$ cat src/rtl/sbqm_pkg.sv
// sbqm_pkg: shared widths and pass-detect state encoding for the bank queue manager.
package sbqm_pkg;
  localparam int PC_W = 3;
  localparam int TC_W = 2;
  localparam int MAX_PC = 2**PC_W - 1;
  typedef enum logic [1:0] {IDLE, BLOCKED, VALID} pd_state_e;
endpackage

$ cat src/rtl/queue_counter_if.sv
// queue_counter_if: sensor/teller inputs and occupancy/status outputs of the queue counter.
interface queue_counter_if #(parameter int PC_W = sbqm_pkg::PC_W);
  logic sens_back;
  logic sens_front;
  logic [sbqm_pkg::TC_W-1:0] tcount;
  logic [sbqm_pkg::TC_W-1:0] tc_out;
  logic [PC_W-1:0] pcount;
  logic full;
  logic empty;
  logic ovf_err;
  logic unf_err;
  logic tc_err;
  modport master (output sens_back, sens_front, tcount,
                  input pcount, tc_out, full, empty, ovf_err, unf_err, tc_err);
  modport slave (input sens_back, sens_front, tcount,
                 output pcount, tc_out, full, empty, ovf_err, unf_err, tc_err);
endinterface

$ cat src/rtl/queue_counter_pass_detect.sv
// sensor_pass_detect: synchronizes one photocell and pulses pass_o after a blockage of at least MIN_BLK cycles ends.
module sensor_pass_detect
  import sbqm_pkg::*;
#(
  parameter int MIN_BLK = 4
) (
  input  logic clk,
  input  logic rst_n,
  input  logic sens_i,
  output logic pass_o
);
  localparam int CW = $clog2(MIN_BLK + 1);
  localparam logic [CW-1:0] LIM = CW'(MIN_BLK);
  logic s1_q, s2_q;
  logic [CW-1:0] cnt_q, cnt_d;
  pd_state_e state_q, state_d;
  always_ff @(posedge clk or negedge rst_n) begin
    if (!rst_n) begin
      s1_q <= 1'b0;
      s2_q <= 1'b0;
      state_q <= IDLE;
      cnt_q <= '0;
    end else begin
      s1_q <= sens_i;
      s2_q <= s1_q;
      state_q <= state_d;
      cnt_q <= cnt_d;
    end
  end
  // count saturates at MIN_BLK so a long blockage simply holds VALID
  always_comb begin
    cnt_d = !s2_q ? '0 : (state_q == IDLE) ? CW'(1) : (cnt_q == LIM) ? cnt_q : cnt_q + CW'(1);
    state_d = !s2_q ? IDLE : (cnt_d == LIM || state_q == VALID) ? VALID : BLOCKED;
  end
  always_comb pass_o = (state_q == VALID) && !s2_q;
endmodule

$ cat src/rtl/queue_counter.sv
// queue_counter: counts complete entry/exit passes into a saturating occupancy count with status and error flags.
module queue_counter #(
  parameter int PC_W = 3,
  parameter int MIN_BLK = 4
) (
  input  logic clk,
  input  logic rst_n,
  queue_counter_if.slave qc
);
  import sbqm_pkg::*;
  localparam logic [PC_W-1:0] MAX = {PC_W{1'b1}};
  logic pass_back, pass_front, inc, dec;
  logic [PC_W-1:0] pcount_q, pcount_d;
  logic [TC_W-1:0] tc_q;
  logic full_q, empty_q, ovf_q, unf_q, tc_err_q;
  sensor_pass_detect #(.MIN_BLK(MIN_BLK)) u_back (
    .clk(clk), .rst_n(rst_n), .sens_i(qc.sens_back), .pass_o(pass_back)
  );
  sensor_pass_detect #(.MIN_BLK(MIN_BLK)) u_front (
    .clk(clk), .rst_n(rst_n), .sens_i(qc.sens_front), .pass_o(pass_front)
  );
  // simultaneous entry and exit cancel, even at the full/empty limits
  always_comb begin
    inc = pass_back && !pass_front;
    dec = pass_front && !pass_back;
    pcount_d = (inc && pcount_q != MAX) ? pcount_q + 1'b1 :
               (dec && pcount_q != '0) ? pcount_q - 1'b1 : pcount_q;
  end
  always_ff @(posedge clk or negedge rst_n) begin
    if (!rst_n) begin
      pcount_q <= '0;
      full_q <= 1'b0;
      empty_q <= 1'b1;
      ovf_q <= 1'b0;
      unf_q <= 1'b0;
      tc_q <= '0;
      tc_err_q <= 1'b1;
    end else begin
      pcount_q <= pcount_d;
      full_q <= pcount_d == MAX;
      empty_q <= pcount_d == '0;
      ovf_q <= inc && pcount_q == MAX;
      unf_q <= dec && pcount_q == '0;
      tc_q <= qc.tcount;
      tc_err_q <= qc.tcount == '0;
    end
  end
  assign qc.pcount = pcount_q;
  assign qc.full = full_q;
  assign qc.empty = empty_q;
  assign qc.ovf_err = ovf_q;
  assign qc.unf_err = unf_q;
  assign qc.tc_out = tc_q;
  assign qc.tc_err = tc_err_q;
endmodule

$ cat src/flat_wrapper.sv
// flat-port wrapper written by rule: the top's interface ports become plain ports
module queue_counter_flat import sbqm_pkg::*;
#(
  parameter int PC_W = 3,
  parameter int MIN_BLK = 4
)
  (clk, rst_n, qc_sens_back, qc_sens_front, qc_tcount, qc_pcount, qc_tc_out, qc_full, qc_empty, qc_ovf_err, qc_unf_err, qc_tc_err);
  queue_counter_if #(.PC_W(PC_W)) qc_i ();
  input  logic clk;
  input  logic rst_n;
  input wire logic [$bits(qc_i.sens_back)-1:0] qc_sens_back;
  input wire logic [$bits(qc_i.sens_front)-1:0] qc_sens_front;
  input wire logic [$bits(qc_i.tcount)-1:0] qc_tcount;
  output wire logic [$bits(qc_i.pcount)-1:0] qc_pcount;
  output wire logic [$bits(qc_i.tc_out)-1:0] qc_tc_out;
  output wire logic [$bits(qc_i.full)-1:0] qc_full;
  output wire logic [$bits(qc_i.empty)-1:0] qc_empty;
  output wire logic [$bits(qc_i.ovf_err)-1:0] qc_ovf_err;
  output wire logic [$bits(qc_i.unf_err)-1:0] qc_unf_err;
  output wire logic [$bits(qc_i.tc_err)-1:0] qc_tc_err;
  assign qc_i.sens_back = qc_sens_back;
  assign qc_i.sens_front = qc_sens_front;
  assign qc_i.tcount = qc_tcount;
  assign qc_pcount = qc_i.pcount;
  assign qc_tc_out = qc_i.tc_out;
  assign qc_full = qc_i.full;
  assign qc_empty = qc_i.empty;
  assign qc_ovf_err = qc_i.ovf_err;
  assign qc_unf_err = qc_i.unf_err;
  assign qc_tc_err = qc_i.tc_err;
  queue_counter #(.PC_W(PC_W), .MIN_BLK(MIN_BLK)) u_core (.clk(clk), .rst_n(rst_n), .qc(qc_i));
endmodule
$ cat config.mk
export PLATFORM = sky130hd
export DESIGN_NAME = queue_counter_flat
export DESIGN_NICKNAME = d
export VERILOG_FILES = /design/src/rtl/sbqm_pkg.sv /design/src/rtl/queue_counter_if.sv /design/src/rtl/queue_counter_pass_detect.sv /design/src/rtl/queue_counter.sv /design/src/flat_wrapper.sv
export SDC_FILE = /design/constraint.sdc
export NUM_CORES = 1
export LEC_CHECK = 0
export BUFFER_PORTS_ARGS = -buffer_cell sky130_fd_sc_hd__clkbuf_2
export CAP_MARGIN = 20
export CORE_ASPECT_RATIO = 0.75
export CORE_MARGIN = 5
export CORE_UTILIZATION = 54
export DETAILED_ROUTE_END_ITERATION = 10
export GPL_TIMING_DRIVEN = 0
export PLACE_DENSITY_LB_ADDON = 0.15
export SYNTH_ARGS = -nofsm -noshare
export SYNTH_HDL_FRONTEND = slang
export SYNTH_HIERARCHICAL = 1
export SYNTH_SLANG_ARGS = --single-unit
$ cat constraint.sdc
create_clock -name clk -period 2.3 [get_ports clk]
set_input_delay 0.46 -clock clk [delete_from_list [all_inputs] [get_ports clk]]
set_output_delay 0.46 -clock clk [all_outputs]
set_load 0.005 [all_outputs]
==> impl_metrics.yaml <==
synthesis:
  synth.yosys.warnings: 6
  syn_nets: 103
  syn-instance-count: 89
  yosys.area.top_type: "dfrtp_1"
  avgSynthCellArea_sq_um: 12.17
  netlist_top_cells_area: "dfrtp_1, ha_1, dfstp_2"
  synth-seq-cells: 24
  netlist.area_leader.share: 0.5081
  seq_area_frac_synth: 0.5566
  netlist_area_sq_um: 1084
  yosys.cell_types.count: 29
grt:
  grt_max_degree: 25
  grt_util_all_layers: 0.1333
  grt-ovfl-total: 0
  grt_pass1_wl_um: 2973
  antenna_found_initial: 0
  grt_pass1_vias: 717
placement:
  io_buffers: 15
  place_congestion: 0.7344
  pre_cts_slack_ns: 0.1928
  hpwl_um: 1333
drt:
  drcViolationCount: 0
  totalWireLength_um: 1720
  via_count: 696
  ant_nets: 0
  viasPerCell: 5.313
  wl_per_cell_um: 13.13
  firstDrtPassIters: 3
  drt_iter0_drc: 24
clock_tree:
  clock_sinks: 24
  path_clk_slew_ns: 0.11
  cts_setup_buffers: 0
  cts.repair.resized: 0
  cts_max_path_buffers: 2
  cts_tree: "yes"
  holdBufCountCts: 0
  root_buffer: "clkbuf_4"
  insertion_delay_ns: 0.30
  htreeDepth: 1
  cts_buffers: 3
sta:
  drv_slew: 0
  rsz0062_at_grt: "no"
  tightest_slew_ns: 0.5638
  setup_viol: 0
  skew_ns: 0.003412
  fin_setup_tns_ns: 0
  max_freq_mhz: 466.0
  timing.final.ws_setup_ns: 0.1541
  relSlewSlack: 0.6241
  period_share: 0.9330
  timing.hold.ws_ns: 0.1262
  hold_viol: 0
  min_period_ns: 2.146
floorplanning:
  die-area_sq_um: 3012
  rows: 14
  initial_core_util: 0.5523
  die_w_um: 61.73
  die_h_um: 48.80
  core_sq_um: 1962
  io_pins: 16
worst_setup_path:
  endpoint_kind: "flip-flop"
  crit_fanout: 5
  cp-start-kind: "flip-flop"
  path_class: "reg -> reg"
  arrival_ns: 2.38
  cp_data_required_time_ns: 2.54
pwr:
  vdd_drop_max_mv: 0.3708
  p_per_area_nw_per_um2: 562.2
  p_leak_uw: 0.0006059
  p_total_uw: 680.9
job:
  cap_violations: 0
finish:
  drive_above_1_share: 0.2991
  layout.nets: 123
  antennaDiodeCount: 0
  syn_to_final_growth_pct: 11.78
  nFillCells: 171
status:
  status: "completed"
min_path:
  holdCritPathClass: "in -> async"
## cell families (layout without fill, tap and decap cells)
group	after synthesis	in the layout	synth area share
AO/OA/AOI/OAI	15	15	0.1259
XOR/XNOR	3	3	0.02425
adder cells (fa/ha/maj)	8	8	0.09238
buffers and inverters	11	29	0.03811
flip-flops	24	24	0.5566
multiplexers	2	2	0.01963
AND/OR/NAND/NOR	26	26	0.1432
## cell type report
cell class                 instances  area, sq um  share of cell area
timing repair buffer              15        75.07             0.06198
tap                               24        30.03             0.02479
multi-input combinational         54        439.2              0.3626
sequential                        24        603.1              0.4979
inverter                          11        41.29             0.03409
clock buffer                       3        22.52             0.01860
## stage by stage
step / instances / cell area (sq um) / utilization
floorplan: 89 / 1084 / -
global placement: 128 / 1189 / 0.6059
detailed placement: 128 / 1189 / 0.6059
CTS: 131 / 1211 / 0.6173
global route: 131 / 1211 / 0.6173
finish: 131 / 1211 / 0.6173
## power breakdown
part | leakage [uW] | switching [uW] | internal [uW] | total (uW)
Combinational | 0.000287 | 33.8 | 27.4 | 61.2
Sequential | 0.000305 | 10.1 | 440 | 450
Clock | 0.0000138 | 109 | 61.1 | 170
## final timing paths
path                                                end  cells past startpoint  slack (ns)                                 from
setup reg to reg               u_core/qc.full$_DFF_PN0_                      6        0.15  u_core/u_front/state_q[0]$_DFF_PN0_
max in group asynchronous     u_core/qc.empty$_DFF_PN1_                      1        1.80                                rst_n
min in group clk           u_core/u_back/s1_q$_DFF_PN0_                      1        0.26                         qc_sens_back
hold reg to reg            u_core/u_back/s2_q$_DFF_PN0_                      0        0.36         u_core/u_back/s1_q$_DFF_PN0_
setup / recovery               u_core/qc.full$_DFF_PN0_                      6        0.15  u_core/u_front/state_q[0]$_DFF_PN0_
hold / removal             u_core/u_back/s1_q$_DFF_PN0_                      1        0.13                                rst_n
## layer usage
| metal | routed length, um | part of all wire | global-route usage |
|---|---|---|---|
| met5 | 0 | 0 | 0 |
| met4 | 13 | 0.0076 | 0.03180 |
| met3 | 94 | 0.055 | 0.04762 |
| met2 | 791 | 0.46 | 0.2230 |
| met1 | 821 | 0.48 | 0.1605 |
## cells in the mapped netlist
master	count
and3b_2	2
nand2_1	4
o21a_2	2
nor2b_1	1
ha_1	8
o32ai_1	2
nor2_1	8
inv_1	11
nor3b_2	1
nand2b_1	2
o311a_1	2
a21boi_1	1
dfrtp_1	22
nor3b_1	1
o21bai_1	1
nand3b_1	2
mux2_2	1
or4_1	1
o21a_1	2
or3b_1	1
and2_2	2
nor3_1	1
o31ai_2	1
xnor2_1	3
mux2i_1	1
o211ai_2	2
o21ai_0	1
a21o_2	1
dfstp_2	2
## cell usage in the layout, fill, tap and decap left out, types with 2 or more instances in the layout
master	n
o21a_2	2
and3b_2	2
dfrtp_1	22
and2_2	2
nand2_1	4
o21a_1	2
o311a_1	2
nor2_1	8
xnor2_1	3
nand3b_1	2
clkbuf_4	3
inv_1	11
nand2b_1	2
ha_1	8
dfstp_2	2
clkbuf_2	15
o211ai_2	2
o32ai_1	2
## sequential cells by signal, summed over array words and instances (netlist names), 2 cells and up
| register | count |
|---|---|
| u_core/qc.pcount | 3 |
| u_core/u_back/cnt_q | 3 |
| u_core/u_front/cnt_q | 3 |
| u_core/qc.tc_out | 2 |
| u_core/u_back/state_q | 2 |
| u_core/u_front/state_q | 2 |
## critical path, stage by stage, from the launching register on
cell and delay, ns:
dfrtp_1 0.41, nand2b_1 0.19, nor2_1 0.27, nor3b_1 0.33
mux2_2 0.40, or3b_1 0.35, a21boi_1 0.14
Power figures use the tool's default switching activity.
